==> config.mk <==
export PLATFORM = sky130hd
export DESIGN_NAME = spatz_xif_offloader
export DESIGN_NICKNAME = d
export VERILOG_FILES = /design/src/rtl/core_v_xif_pkg.sv /design/src/rtl/spatz_pkg.sv /design/src/rtl/lzc.sv /design/src/rtl/spatz_xif_offloader.sv
export SDC_FILE = /design/constraint.sdc
export NUM_CORES = 1
export LEC_CHECK = 0
export CORE_UTILIZATION = 45
export DETAILED_ROUTE_END_ITERATION = 8
export PLACE_DENSITY = 0.81
export SETUP_SLACK_MARGIN = 0.02
export SLEW_MARGIN = 5
export SYNTH_ARGS = -nofsm -noshare
export SYNTH_HDL_FRONTEND = slang
export SYNTH_SLANG_ARGS = --single-unit
==> constraint.sdc <==
create_clock -name clk_i -period 3.7 [get_ports clk_i]
set_input_delay 0.925 -clock clk_i [delete_from_list [all_inputs] [get_ports clk_i]]
set_output_delay 0.925 -clock clk_i [all_outputs]
set_load 0.1 [all_outputs]
==> src/rtl/core_v_xif_pkg.sv <==
// X-interface (CORE-V-XIF) types shared between the core-side offloader and
// the coprocessor. Only the fields this slice exchanges are modelled.
package core_v_xif_pkg;

  localparam int unsigned X_ID_WIDTH  = 4;
  localparam int unsigned X_NUM_RS    = 2;
  localparam int unsigned X_RFR_WIDTH = 32;
  localparam int unsigned X_RFW_WIDTH = 32;

  typedef struct packed {
    logic [31:0]                          instr;
    logic [X_NUM_RS-1:0][X_RFR_WIDTH-1:0] rs;
    logic [X_NUM_RS-1:0]                  rs_valid;
    logic [X_ID_WIDTH-1:0]                id;
  } x_issue_req_t;

  typedef struct packed {
    logic accept;
    logic writeback;
    logic loadstore;
  } x_issue_resp_t;

  typedef struct packed {
    logic [X_ID_WIDTH-1:0]  id;
    logic [X_RFW_WIDTH-1:0] data;
    logic [4:0]             rd;
    logic                   we;
  } x_result_t;

endpackage

==> src/rtl/spatz_pkg.sv <==
// Spatz-side bookkeeping types for the X-interface offloader.
package spatz_pkg;

  // Maximum number of issued, un-retired writeback instructions.
  localparam int unsigned NrOutstandingDefault = 4;

  // One in-flight instruction slot; the slot index doubles as the XIF id.
  typedef struct packed {
    logic [4:0] rd;
  } xif_slot_t;

endpackage

==> src/rtl/lzc.sv <==
// Leading/trailing zero counter. MODE 0 counts trailing zeros (index of the
// lowest set bit), MODE 1 counts leading zeros. empty_o flags an all-zero input.
module lzc #(
  parameter int unsigned WIDTH     = 2,
  parameter bit          MODE      = 1'b0,
  parameter int unsigned CNT_WIDTH = (WIDTH > 1) ? $clog2(WIDTH) : 1
) (
  input  logic [WIDTH-1:0]     in_i,
  output logic [CNT_WIDTH-1:0] cnt_o,
  output logic                 empty_o
);

  // Scan from the far end so the position nearest the counted edge wins.
  always_comb begin
    cnt_o = '0;
    for (int i = WIDTH - 1; i >= 0; i--) begin
      if (MODE == 1'b0) begin
        if (in_i[i]) cnt_o = CNT_WIDTH'(i);
      end else begin
        if (in_i[WIDTH-1-i]) cnt_o = CNT_WIDTH'(i);
      end
    end
  end

  assign empty_o = ~|in_i;

endmodule

==> src/rtl/spatz_xif_offloader.sv <==
// Core-side X-interface offloader: buffers one offload request for issue,
// tracks outstanding instructions in id slots, scoreboards pending integer
// writebacks and funnels coprocessor results back to the register file.
module spatz_xif_offloader
  import spatz_pkg::*;
  import core_v_xif_pkg::*;
#(
  parameter int unsigned NrOutstanding = NrOutstandingDefault
) (
  input  logic          clk_i,
  input  logic          rst_ni,
  input  logic          off_req_valid_i,
  output logic          off_req_ready_o,
  input  logic [31:0]   off_req_instr_i,
  input  logic [31:0]   off_req_rs1_i,
  input  logic [31:0]   off_req_rs2_i,
  input  logic [1:0]    off_req_rs_valid_i,
  input  logic [4:0]    off_req_rd_i,
  output logic          off_illegal_o,
  output logic          x_issue_valid_o,
  input  logic          x_issue_ready_i,
  output x_issue_req_t  x_issue_req_o,
  input  x_issue_resp_t x_issue_resp_i,
  input  logic          x_result_valid_i,
  output logic          x_result_ready_o,
  input  x_result_t     x_result_i,
  output logic          wb_valid_o,
  input  logic          wb_ready_i,
  output logic [4:0]    wb_rd_o,
  output logic [31:0]   wb_data_o,
  output logic [31:0]   rd_busy_o,
  output logic          err_o
);

  // Slot index must fit in the XIF id field.
  localparam int unsigned IdW = $clog2(NrOutstanding);

  logic [NrOutstanding-1:0]            slot_valid_q;
  xif_slot_t [NrOutstanding-1:0]       slot_q;
  logic [31:0]                         rd_busy_q;
  logic                                stage_valid_q;
  x_issue_req_t                        stage_q;
  logic [4:0]                          stage_rd_q;
  logic                                wb_valid_q;
  logic [4:0]                          wb_rd_q;
  logic [31:0]                         wb_data_q;
  logic [IdW-1:0]                      wb_id_q;
  logic                                illegal_q, err_q, res_en_q;

  logic [IdW-1:0] free_id, stage_id, res_id;
  logic           no_free, rd_hazard, res_known, res_wb;
  logic           off_hs, issue_hs, issue_keep, res_hs, wb_hs;
  xif_slot_t      res_slot;

  // Lowest free slot; only registered slot state is seen, so a slot freed
  // this cycle becomes allocatable one cycle later.
  lzc #(.WIDTH(NrOutstanding), .MODE(1'b0)) i_free_lzc (
    .in_i    (~slot_valid_q),
    .cnt_o   (free_id),
    .empty_o (no_free)
  );

  assign stage_id   = stage_q.id[IdW-1:0];
  assign issue_hs   = stage_valid_q & x_issue_ready_i;
  assign issue_keep = x_issue_resp_i.accept & x_issue_resp_i.writeback;

  // A pending write to rd lives either in the busy bitmap or, before issue,
  // in the stage register; x0 is never tracked.
  assign rd_hazard = (off_req_rd_i != 5'd0) &
                     (rd_busy_q[off_req_rd_i] | (stage_valid_q & (stage_rd_q == off_req_rd_i)));
  assign off_req_ready_o = (~stage_valid_q | x_issue_ready_i) & ~no_free & ~rd_hazard;
  assign off_hs          = off_req_valid_i & off_req_ready_o;

  assign x_result_ready_o = res_en_q & (~wb_valid_q | wb_ready_i);
  assign res_hs    = x_result_valid_i & x_result_ready_o;
  assign wb_hs     = wb_valid_q & wb_ready_i;
  assign res_id    = x_result_i.id[IdW-1:0];
  assign res_known = (32'(x_result_i.id) < NrOutstanding) & slot_valid_q[res_id];
  assign res_slot  = slot_q[res_id];
  assign res_wb    = x_result_i.we & (res_slot.rd != 5'd0);

  // Issue stage: load on offload acceptance, drain on issue handshake.
  always_ff @(posedge clk_i or negedge rst_ni) begin
    if (!rst_ni) begin
      stage_valid_q <= 1'b0;
      stage_q       <= '0;
      stage_rd_q    <= '0;
    end else if (off_hs) begin
      stage_valid_q     <= 1'b1;
      stage_q.instr     <= off_req_instr_i;
      stage_q.rs        <= {off_req_rs2_i, off_req_rs1_i};
      stage_q.rs_valid  <= off_req_rs_valid_i;
      stage_q.id        <= X_ID_WIDTH'(free_id);
      stage_rd_q        <= off_req_rd_i;
    end else if (issue_hs) begin
      stage_valid_q <= 1'b0;
    end
  end

  // Slot and busy-bitmap bookkeeping; allocations only target free slots, so
  // they never collide with the releases below.
  always_ff @(posedge clk_i or negedge rst_ni) begin
    if (!rst_ni) begin
      slot_valid_q <= '0;
      slot_q       <= '0;
      rd_busy_q    <= '0;
    end else begin
      if (issue_hs && !issue_keep) slot_valid_q[stage_id] <= 1'b0;
      if (res_hs && res_known && !res_wb) begin
        slot_valid_q[res_id]   <= 1'b0;
        rd_busy_q[res_slot.rd] <= 1'b0;
      end
      if (wb_hs) begin
        slot_valid_q[wb_id_q] <= 1'b0;
        rd_busy_q[wb_rd_q]    <= 1'b0;
      end
      if (issue_hs && issue_keep && (stage_rd_q != 5'd0)) rd_busy_q[stage_rd_q] <= 1'b1;
      if (off_hs) begin
        slot_valid_q[free_id] <= 1'b1;
        slot_q[free_id].rd    <= off_req_rd_i;
      end
    end
  end

  // Single-entry result buffer feeding the register-file write port.
  always_ff @(posedge clk_i or negedge rst_ni) begin
    if (!rst_ni) begin
      wb_valid_q <= 1'b0;
      wb_rd_q    <= '0;
      wb_data_q  <= '0;
      wb_id_q    <= '0;
    end else if (res_hs && res_known && res_wb) begin
      wb_valid_q <= 1'b1;
      wb_rd_q    <= res_slot.rd;
      wb_data_q  <= x_result_i.data[31:0];
      wb_id_q    <= res_id;
    end else if (wb_hs) begin
      wb_valid_q <= 1'b0;
    end
  end

  // Status flags: illegal pulse, sticky unknown-id error, result enable.
  always_ff @(posedge clk_i or negedge rst_ni) begin
    if (!rst_ni) begin
      illegal_q <= 1'b0;
      err_q     <= 1'b0;
      res_en_q  <= 1'b0;
    end else begin
      illegal_q <= issue_hs & ~x_issue_resp_i.accept;
      err_q     <= err_q | (res_hs & ~res_known);
      res_en_q  <= 1'b1;
    end
  end

  assign x_issue_valid_o = stage_valid_q;
  assign x_issue_req_o   = stage_q;
  assign off_illegal_o   = illegal_q;
  assign err_o           = err_q;
  assign wb_valid_o      = wb_valid_q;
  assign wb_rd_o         = wb_rd_q;
  assign wb_data_o       = wb_data_q;
  assign rd_busy_o       = rd_busy_q;

  // Load/store class and the coprocessor's echoed rd are not needed here.
  logic unused_ok;
  assign unused_ok = ^{x_issue_resp_i.loadstore, x_result_i.rd};

endmodule

# Word-level counts from Yosys, hierarchy flattened
# Cells that the tools add are included.
# W data, S select, Z words.
[totals]
regBits = 205
[op_classes]
magnitude_cmp = 16
eq_ne = 1
mux = 38
n_bitwise = 36
n_reduce_logical = 21
[ops]
columns = ["op", "count"]
rows = [
  ["$mux W32", 3],
  ["$and A32 B32 Y32", 2],
  ["$not A32 Y32", 2],
  ["$or A32 B32 Y32", 1],
  ["$lt A5 B6 Y1 const B", 4],
  ["$bwmux W20", 1],
  ["$mux W4", 4],
  ["$not A4 Y4", 4],
  ["$demux W1 S5", 3],
  ["$ge A5 B1 Y1 const B", 3],
  ["$reduce_bool A5 Y1", 3],
  ["$and A1 B1 Y1", 14],
  ["$logic_and A1 B1 Y1", 13],
  ["$mux W1", 13],
  ["$and A4 B4 Y4", 3],
  ["$lt A2 B3 Y1 const B", 4],
  ["$bmux W5 S2", 1],
  ["$demux W5 S2", 1],
  ["$mux W5", 2],
  ["$demux W1 S2", 4],
  ["$ge A2 B1 Y1 const B", 4],
  ["$mux W2", 4],
  ["$bmux W1 S5", 1],
  ["$eq A5 B5 Y1", 1],
  ["8 further kinds", 17],
]

# Longest topological paths before layout
# Gate-level depths: netlist (run 1).
[logic_depth]
word_depth = 13
mapped_depth = 9
mapped_depth_nobuf = 6

# Cells and area by module
# From an unflattened synthesis (run 1), not the netlist that was laid out.
[hier_totals]
cells_unflattened = 647
area_unflattened_um2 = 8831.0
[by_module_without_submodules]
columns = ["mod", "n_inst", "cells_per_inst", "area_each_um2"]
rows = [
  ["spatz_xif_offloader", 1, 641, 8794.7],
  ["lzc", 1, 6, 36.3],
]

# Worst setup path before layout (run 1)
# OpenSTA, ideal clock, no wires.
[synth_path]
path_type = "input to output"
startpoint = "input off_req_rd_i[0]"
endpoint = "output off_req_ready_o"
arrival_time_ps = 3450
setup_slack_ps = -675
path_stages = 7
n_path_buf = 1
path_cell_list = "clkbuf_1 mux4_2 mux2i_1 nor2_1 o31ai_1 a21oi_1 nor2_1"
[synth_between]
elab_chain_len = 6
elab_cells_between_ends = 9
[synth_lines]
columns = ["element", "line", "text"]
rows = [
  ["from (decl)", "spatz_xif_offloader.sv:18", "input logic [4:0] off_req_rd_i,"],
  ["$bmux W1 S5 / $eq A5 B5 Y1 (equally long branches)", "spatz_xif_offloader.sv:70", "(rd_busy_q[off_req_rd_i] | (stage_valid_q & (stage_rd_q == off_req_rd_i)));"],
  ["$mux W1 (not written as such) / $and A1 B1 Y1 (equally long branches)", "spatz_xif_offloader.sv:70", ""],
  ["$or A1 B1 Y1", "spatz_xif_offloader.sv:70", ""],
  ["$and A1 B1 Y1 *", "spatz_xif_offloader.sv:69", "assign rd_hazard = (off_req_rd_i != 5'd0) &"],
  ["$not A1 Y1 *", "spatz_xif_offloader.sv:71", "assign off_req_ready_o = (~stage_valid_q | x_issue_ready_i) & ~no_free & ~rd_hazard;"],
  ["$and A1 B1 Y1 *", "spatz_xif_offloader.sv:71", ""],
  ["to (decl)", "spatz_xif_offloader.sv:13", "output logic off_req_ready_o,"],
]
# Every way passes the cells marked *; elsewhere a longest branch is shown, timed or not. The select of a mux whose other input is x is not followed.

# Worst setup path in the final report (run 1)
[layout_path]
startpoint = "input off_req_rd_i[1]"
endpoint = "output off_req_ready_o"
# The elaborated chain is that of the path after synthesis.

==> results by group, run 1 <==
Global routing
  • Vias in the first global route: 7202
  • Total GRT Usage: 24.97%
  • Global-route wire length before repair: 38.85 mm
  • Largest net degree at the start of global routing: 84
  • Initial antenna violation count: 0
  • Grt total ovfl: 0

Routing
  • Per-cell routed wire length: 19.53 µm
  • DRC errors left: 0
  • Routed vias/inst: 5.418
  • Final WL: 24.92 mm
  • WL met3: 2.453 mm
  • Via count: 6914
  • Iteration-0 DRC Markers: 380
  • Highest Signal Layer: met4
  • WL met2: 12.27 mm
  • DRT met1 WL: 9.546 mm
  • Pre-antenna DRT Iters: 5
  • Antenna viol nets, final: 0

Setup path
  • R2r startpoint: rd_busy_o[7]
  • Crit Path Class: in -> out
  • Worst path slowest cell: mux4_2
  • Req. time, crit path: 2.77 ns
  • Levels on crit path: 10
  • R2r worst-path depth: 8
  • Setup crit end kind: output pin
  • Worst Setup SP: off_req_rd_i[1]
  • Cell mode on critical path: buf_12
  • Worst-path fanout max: 6
  • Family with the most delay on the worst path: multiplexers
  • Max stage delay on crit path: 0.49 ns
  • Crit start category: primary input
  • Buf/Inv on CP: 4
  • Data arrival, critical path: 2.71 ns
  • Worst-path cell chain: buf_2 -> buf_12 -> buf_8 -> mux2i_1 -> mux4_2 -> a22oi_2 -> o31ai_2 -> a21oi_2 -> nor2_4 -> buf_12

Placement
  • PortBufs: 322
  • Hpwl dp: 18.00 mm
  • GP Congestion: 0.9622

Job
  • Max-cap violations: 0

CTS
  • CTS tree: yes
  • CTS Buf Count: 24
  • Clock buffer depth: 3
  • Clk root buf: clkbuf_16
  • Htree depth: 1
  • Clk sinks: 205
  • Worst skew pair latency: 0.51 ns
  • Clock slew at reported path FFs: 0.06 ns

Synthesis
  • Register bit total from synthesis: 205
  • Commonest register cell after synthesis: dfrtp_1
  • Post-synth ARST share: 100.0%
  • Sequential fraction of the synthesis area: 58.28%
  • Post-synth cell types: 53
  • Mapped cell area: 8802 µm²
  • Mapped Cells: 637
  • Synth warnings: 0
  • Post-synth EDFFs: 0
  • Syn Area/Cell: 13.82 µm²

STA
  • Slew headroom: 18.30%
  • Clock Skew: 0.01386 ns
  • WHS: 0.4406 ns
  • Final setup viols: 0
  • Final min period: 3.634 ns
  • Max frequency: 0.2752 GHz
  • Crit share post-route: 98.21%
  • RSZ-0062 raised after global routing: no
  • Setup TNS: 0 ns
  • Fin. max-slew vios: 0
  • Pin slew with the least headroom to its limit: 1.223 ns
  • Final Hold Viols: 0

Die
  • Die H: 141.9 µm
  • # IOs: 331
  • Initial Util: 46.44%
  • CORE AREA: 18960 µm²
  • Row count: 50
  • Die Span X: 141.9 µm
  • Area of the die: 20120 µm²

Layout
  • Nets: 1155
  • Commonest cells after routing, fill and taps aside: clkdlybuf4s50_1 (275), dfrtp_1 (205), mux2_2 (145)
  • Multi-input logic area: 3523 µm²
  • Most common cell after layout, fill and taps aside: clkdlybuf4s50_1
  • Filler cell count: 1329
  • Register area: 5130 µm²
  • Area growth, synth to finish: 52.10%
  • # diodes: 0
  • Layout cell share with drive strength beyond 1: 29.72%
  • Final Util: 70.63%

Run status
  • Status: finished, final reports clean

Worst hold path
  • Worst Hold Class: in -> async
-- kinds of logic after synthesis --
kind of cell           count (synthesis)  synth area share [%]
AO/OA/AOI/OAI                         94                 7.548
XOR/XNOR                               5                0.4975
buffers and inverters                 39                 2.274
flip-flops                           205                 58.28
multiplexers                         182                 24.55
other                                  2               0.08532
AND/OR/NAND/NOR                      110                 6.766
-- synthesized netlist by cell type, types with 3 or more instances --
cell type | instances | area, µm²
dfrtp_1 | 205 | 5130
mux2_2 | 145 | 1633
o21ai_0 | 36 | 180.2
o221ai_1 | 30 | 262.8
nand2_1 | 29 | 108.9
nor2_1 | 22 | 82.58
clkbuf_1 | 16 | 60.06
mux2_1 | 16 | 180.2
mux4_2 | 11 | 247.7
buf_4 | 10 | 75.07
mux2i_1 | 10 | 100.1
nand3_1 | 10 | 50.05
nand3b_1 | 9 | 67.56
buf_2 | 7 | 35.03
nand2b_1 | 7 | 43.79
o31ai_1 | 6 | 45.04
or3_1 | 6 | 37.54
nor2b_1 | 5 | 31.28
nor3_1 | 5 | 25.02
xor2_1 | 4 | 35.03
and2_1 | 3 | 18.77
inv_1 | 3 | 11.26
o22ai_1 | 3 | 18.77
-- final timing paths --
check | slack, ns | endpoint
worst max-delay path | 0.07 | off_req_ready_o
worst min-delay path | 0.44 | rd_busy_o[22]
worst max register to register | 1.00 | slot_q[13]
worst min register to register | 0.48 | err_o
max in group asynchronous | 2.38 | x_issue_req_o[30]
min in group clk_i | 0.48 | err_o
-- state kept, by name, indices dropped and copies added, names as in the netlist --
signal,count
x_issue_req_o,100
rd_busy_o,32
wb_data_o,32
slot_q,20
stage_rd_q,5
wb_rd_o,5
slot_valid_q,4
wb_id_q,2
err_o,1
off_illegal_o,1
res_en_q,1
wb_valid_o,1
x_issue_valid_o,1
-- worst reg2reg max path, stage by stage, from the launching register on --
cell,delay [ns]
dfrtp_1,0.41
mux4_2,0.51
mux2i_4,0.18
nor2_1,0.09
buf_4,0.15
nor4_4,0.33
buf_4,0.21
o31a_1,0.32
mux2_2,0.37
-- stage by stage --
stage	instance area, µm²	worst slack [ns]	std cells
6_report	13390	0.06639	1276
3_3_place_gp	12570	-0.2908	1230
3_5_place_dp	12570	-0.2689	1230
2_1_floorplan	8813	0.06370	638
5_1_grt	13390	0.01954	1276
4_1_cts	13360	0.03218	1276
-- repair_timing --
| action | in CTS | in global routing |
|---|---|---|
| setup endpoints to repair | 1 | 1 |
| setup buffers | 5 | 0 |
| resized for setup | 11 | 7 |
| pin swaps | 4 | 4 |
| hold buffers | 0 | 0 |
-- layer usage --
layer | global-route usage (%) | vias up
met5 | 0 | -
met4 | 8.715 | 0
met3 | 7.121 | 59
met2 | 42.31 | 367
met1 | 30.50 | 3415
li1 | - | 3073
-- area by class of cell --
type | instances | area share, %
flip-flops and latches | 205 | 38.32
well taps | 260 | 2.430
inverters | 3 | 0.08411
clock buffers | 39 | 5.290
multi-input cells | 394 | 26.32
repair buffers | 373 | 27.46
clock inverters | 2 | 0.1028
Power of run 1 is not shown: default switching activity piles up to over one toggle a cycle in this logic, so the estimate is an artifact.
==> run 2: changes to the inputs <==
--- a/config.mk
+++ b/config.mk
@@ -5,6 +5,7 @@
 export SDC_FILE = /design/constraint.sdc
 export NUM_CORES = 1
 export LEC_CHECK = 0
+export CORE_ASPECT_RATIO = 1.2
 export CORE_UTILIZATION = 45
 export DETAILED_ROUTE_END_ITERATION = 8
 export PLACE_DENSITY = 0.81
==> run 2 against run 1 <==
Compared with the run above:
- final cell count down 0.71%
- sequential share of layout area rose by 0.14 points
- largest cell class unchanged
- global-route usage grew 0.72 points
- critical path type unchanged
- hold slack improved by 0.024 ns
- design area is 0.36% lower
- wire length rose by 2.7%
- sequential cell count is the same
- register-to-register slack hardly changed
- first-iteration DRC count up 37%
- setup slack gained 0.046 ns
- non-clock buffer count decreased by 1
==> results by group, run 2 (synthesis results as in run 1) <==
Layout
  • Largest register FFs: 100 (unchanged)
  • Final Util: 70.23% (-0.40 points)
  • # diodes: 0 (unchanged)
  • Layout cell share with drive strength beyond 1: 29.97% (+0.25 points)
  • Most common cell after layout, fill and taps aside: clkdlybuf4s50_1
  • Area growth, synth to finish: 51.54%
  • Final std cells w/o fill: 1267 (-0.71%)
  • Nets: 1151 (-0.35%)
  • Commonest cells after routing, fill and taps aside: clkdlybuf4s50_1 (276), dfrtp_1 (205), mux2_2 (145)

Setup path
  • Data arrival, critical path: 2.66 ns (-0.05 ns)
  • Setup crit end kind: output pin
  • Crit start category: primary input
  • Req. time, crit path: 2.77 ns (about the same)
  • Crit Path Class: in -> out
  • Worst-path fanout max: 3 (-3)

Die
  • Initial Util: 46.34% (-0.092 points)
  • CORE AREA: 18990 µm² (+0.20%)
  • Row count: 55 (+10%)
  • Die H: 155.2 µm (+9.4%)
  • # IOs: 331 (unchanged)
  • Area of the die: 20130 µm² (about the same)
  • Die Span X: 129.7 µm (-8.6%)

Routing
  • Pre-antenna DRT Iters: 6 (+1)
  • Via count: 7012 (+1.4%)
  • DRC errors left: 0 (unchanged)
  • Final WL: 25.59 mm (+2.7%)
  • Antenna viol nets, final: 0 (unchanged)
  • Iteration-0 DRC Markers: 519 (+37%)
  • Per-cell routed wire length: 20.20 µm (+3.4%)
  • Routed vias/inst: 5.534 (+2.1%)

STA
  • Slew headroom: 22.81% (+4.5 points)
  • Clock Skew: 0.009144 ns (-0.004720 ns)
  • Pin slew with the least headroom to its limit: 1.155 ns (-0.06743 ns)
  • Final min period: 3.588 ns (-0.04566 ns)
  • Crit share post-route: 96.97% (-1.2 points)
  • Max frequency: 0.2787 GHz (+1.3%)
  • Final Hold Viols: 0 (unchanged)
  • Setup TNS: 0 ns (unchanged)
  • RSZ-0062 raised after global routing: no
  • Final setup viols: 0 (unchanged)
  • WHS: 0.4648 ns (+0.02423 ns)
  • Fin. max-slew vios: 0 (unchanged)

CTS
  • Htree depth: 1 (unchanged)
  • Clock slew at reported path FFs: 0.06 ns (about the same)
  • Clock buffer depth: 3 (unchanged)
  • CTS tree: yes
  • CTS Buf Count: 21 (-13%)
  • Clk sinks: 205 (unchanged)
  • Clk root buf: clkbuf_16
  • Worst skew pair latency: 0.50 ns (about the same)

Global routing
  • Initial antenna violation count: 0 (unchanged)
  • Largest net degree at the start of global routing: 91 (+8.3%)
  • Global-route wire length before repair: 39.80 mm (+2.5%)
  • Global route hottest layer: met2
  • Vias in the first global route: 7402 (+2.8%)
  • Grt met2 use: 44.36% (+2.0 points)
  • Met1 usage: 29.43% (-1.1 points)
  • Met3 GRT Util: 7.050% (-0.072 points)
  • Total GRT Usage: 25.69% (+0.72 points)
  • Grt total ovfl: 0 (unchanged)

Placement
  • Hpwl dp: 18.66 mm (+3.6%)
  • GP Congestion: 0.9996 (+3.9%)
  • Placed insts: 1229 (-0.081%)
  • PortBufs: 322 (unchanged)

Worst hold path
  • Worst Hold Class: reg -> reg

Run status
  • Status: finished, final reports clean

Job
  • Max-cap violations: 0 (unchanged)
run 2: changes by cell type in the layout (fill, tap and decap cells not counted), sizes merged:
cell and delta:
buf -3, bufinv +4, clkbuf -10, clkdlybuf4s15 +1, clkdlybuf4s50 +1, clkinv +1
inv +1
run 2: path summary, 6_finish.rpt:
check	cells after the start	to	slack [ns]	start
max in group asynchronous	2	x_issue_req_o[82]	2.39	rst_ni
max	8	off_req_ready_o	0.11	off_req_rd_i[0]
min in group asynchronous	1	wb_data_o[13]	0.49	rst_ni
min reg2reg	1	err_o	0.46	err_o
max reg2reg	8	slot_q[14]	1.00	rd_busy_o[4]
min	1	err_o	0.46	err_o
run 2: cell type report:
cell class	count	area (µm²)
sequential	205	5130
timing repair buffer	372	3613
multi-input combinational	394	3525
inverter	3	11.26
tap	256	320.3
clock inverter	8	143.9
clock buffer	29	595.6
fill	1340	5654
run 2: layer usage:
metal  vias to the layer above  share of wire [%]
li1                       3073                  -
met1                      3428                 35
met2                       416                 51
met3                        95                9.3
met4                         0                4.3
met5                         -                  0
run 2: critical path, stage by stage:
cell	delay [ns]
clkdlybuf4s15_2	0.22
mux4_2	0.54
mux2i_4	0.18
nor2_1	0.09
o31ai_2	0.26
a21oi_2	0.12
nor2_4	0.14
buf_12	0.19
run 2: through the flow:
step | worst slack (ns) | instance area [µm²]
after floorplan | 0.06370 | 8813
after global placement | -0.2405 | 12550
after detailed placement | -0.2716 | 12550
after CTS | 0.03514 | 13310
after global routing | 0.04612 | 13340
final | 0.1121 | 13340
run 2: repair_timing:
item                                    in CTS  in global routing
pin swaps                                    3                  5
endpoints found under the setup margin       1                  1
endpoints found under the hold margin        0                  0
setup buffers                                0                  1
hold buffers                                 0                  0
resized for setup                           10                  8
cloned                                       0                  0
Power of run 2 is left out for the same reason.
==> run 3: changes to the inputs <==
--- a/config.mk
+++ b/config.mk
@@ -5,7 +5,7 @@
 export SDC_FILE = /design/constraint.sdc
 export NUM_CORES = 1
 export LEC_CHECK = 0
-export CORE_ASPECT_RATIO = 1.2
+export CORE_ASPECT_RATIO = 0.8
 export CORE_UTILIZATION = 45
 export DETAILED_ROUTE_END_ITERATION = 8
 export PLACE_DENSITY = 0.81
==> run 3 against run 2 <==
Compared with the run above:
- final cell count unchanged
- wire length fell by 1.7%
- register-to-register slack got worse by 0.09 ns
- core utilization shrank 0.69 points
- critical endpoint unchanged
- critical path depth grew 1
- count of clock-buffer cells in the layout increased by 1
- maximum frequency grew 0.63%
- die area is essentially flat
- design area is 0.50% lower
- clock skew is 0.0094 ns higher
==> results by group, run 3 (synthesis results as in run 1) <==
STA
  • Crit share post-route: 96.36% (-0.61 points)
  • Final Hold Viols: 0 (unchanged)
  • Final min period: 3.565 ns (-0.02253 ns)
  • Final setup viols: 0 (unchanged)
  • Clock Skew: 0.01854 ns (+0.009392 ns)
  • Fin. max-slew vios: 0 (unchanged)
  • Max frequency: 0.2805 GHz (+0.63%)
  • Slew headroom: 23.67% (+0.86 points)
  • WHS: 0.4505 ns (-0.01431 ns)
  • RSZ-0062 raised after global routing: no
  • Pin slew with the least headroom to its limit: 1.142 ns (-0.01287 ns)

Global routing
  • Largest net degree at the start of global routing: 94 (+3.3%)
  • Total GRT Usage: 25.24% (-0.45 points)
  • Global-route wire length before repair: 38.83 mm (-2.4%)
  • Grt total ovfl: 0 (unchanged)
  • Vias in the first global route: 6967 (-5.9%)
  • Initial antenna violation count: 0 (unchanged)

Setup path
  • Levels on crit path: 9 (+1)
  • Worst-path fanout max: 4 (+1)
  • Setup crit end kind: output pin
  • Data arrival, critical path: 2.64 ns (-0.02 ns)
  • Buf/Inv on CP: 3 (+1)
  • Crit start category: primary input
  • Req. time, crit path: 2.77 ns (about the same)
  • Max stage delay on crit path: 0.48 ns (-0.06 ns)
  • R2r worst-path depth: 7 (-1)
  • Family with the most delay on the worst path: multiplexers
  • Worst path slowest cell: mux4_2
  • Worst-path cell chain: buf_2 -> buf_12 -> mux2i_2 -> mux4_2 -> a22oi_2 -> o31ai_2 -> a21oi_2 -> nor2_4 -> buf_12
  • Crit Path Class: in -> out
  • Cell mode on critical path: buf_12

Placement
  • PortBufs: 322 (unchanged)
  • Hpwl dp: 18.35 mm (-1.6%)
  • GP Congestion: 0.9217 (-7.8%)

Die
  • Initial Util: 46.12% (-0.23 points)
  • Row count: 45 (-18%)
  • Die H: 127.1 µm (-18%)
  • # IOs: 331 (unchanged)
  • Die Span X: 158.4 µm (+22%)
  • Area of the die: 20130 µm² (about the same)
  • CORE AREA: 19090 µm² (+0.49%)

Routing
  • Via count: 6852 (-2.3%)
  • Antenna viol nets, final: 0 (unchanged)
  • DRC errors left: 0 (unchanged)
  • Per-cell routed wire length: 19.86 µm (-1.7%)
  • Iteration-0 DRC Markers: 409 (-21%)
  • Final WL: 25.16 mm (-1.7%)
  • Routed vias/inst: 5.408 (-2.3%)
  • Pre-antenna DRT Iters: 4 (-2)

CTS
  • Htree depth: 1 (unchanged)
  • Clock buffer depth: 3 (unchanged)
  • CTS Buf Count: 22 (+4.8%)
  • Hold bufs inserted after CTS: 0 (unchanged)
  • CTS tree: yes
  • Clk root buf: clkbuf_16
  • Clk sinks: 205 (unchanged)
  • Clock slew at reported path FFs: 0.06 ns (about the same)
  • Worst skew pair latency: 0.50 ns (about the same)

Layout
  • # diodes: 0 (unchanged)
  • Nets: 1150 (-0.087%)
  • Largest register FFs: 100 (unchanged)
  • Commonest cells after routing, fill and taps aside: clkdlybuf4s50_1 (249), dfrtp_1 (205), mux2_2 (145)
  • Layout cell share with drive strength beyond 1: 32.51% (+2.5 points)
  • Area growth, synth to finish: 50.79%
  • Most common cell after layout, fill and taps aside: clkdlybuf4s50_1

Run status
  • Status: finished, final reports clean

Job
  • Max-cap violations: 0 (unchanged)

Worst hold path
  • Worst Hold Class: in -> async
run 3: changes by cell type in the layout (fill, tap and decap cells not counted), moves of 2 or more:
cell / delta
clkdlybuf4s50_1: -27
buf_6: -2
buf_4: +26
mux2i_2: +2
run 3: final timing paths:
check / startpoint / to / slack [ns]
max reg2reg: rd_busy_o[18] / slot_q[0] / 0.91
min in group clk_i: wb_data_o[30] / wb_data_o[30] / 0.48
min: rst_ni / x_issue_req_o[10] / 0.45
max in group asynchronous: rst_ni / x_issue_req_o[78] / 2.35
max: off_req_rd_i[1] / off_req_ready_o / 0.13
min reg2reg: wb_data_o[30] / wb_data_o[30] / 0.48
run 3: repair_timing:
action / CTS / global route
endpoints found under the setup margin: 1 / 1
pin swaps: 4 / 3
endpoints found under the hold margin: 0 / 0
resized for setup: 13 / 3
buffers inserted: 4 / 0
run 3: per-stage QoR:
stage	instance area, µm²	std cells	util, %	TNS (ns)	worst slack [ns]
after detailed placement	12460	1227	65.28	-16.51	-0.3767
after global placement	12460	1227	65.28	-17.46	-0.3799
after global routing	13270	1267	69.54	0	0.02846
final	13270	1267	69.54	0	0.1346
after floorplan	8813	638	-	0	0.06370
after CTS	13290	1268	69.61	0	0.03523
run 3: final cells by class:
cell class	instances	area, µm²
multi-input combinational	394	3518
fill	1370	5814
inverter	3	11.26
timing repair buffer	370	3523
clock inverter	7	146.4
sequential	205	5130
tap	258	322.8
clock buffer	30	620.6
run 3: layer usage:
layer	wire length [µm]	vias up	global-route usage, %
met1	10110	3335	33.18
met3	2564	57	7.700
met5	0	-	0
met4	758	0	7.014
met2	11730	382	40.45
li1	-	3078	-
Power of run 3 is left out for the same reason.
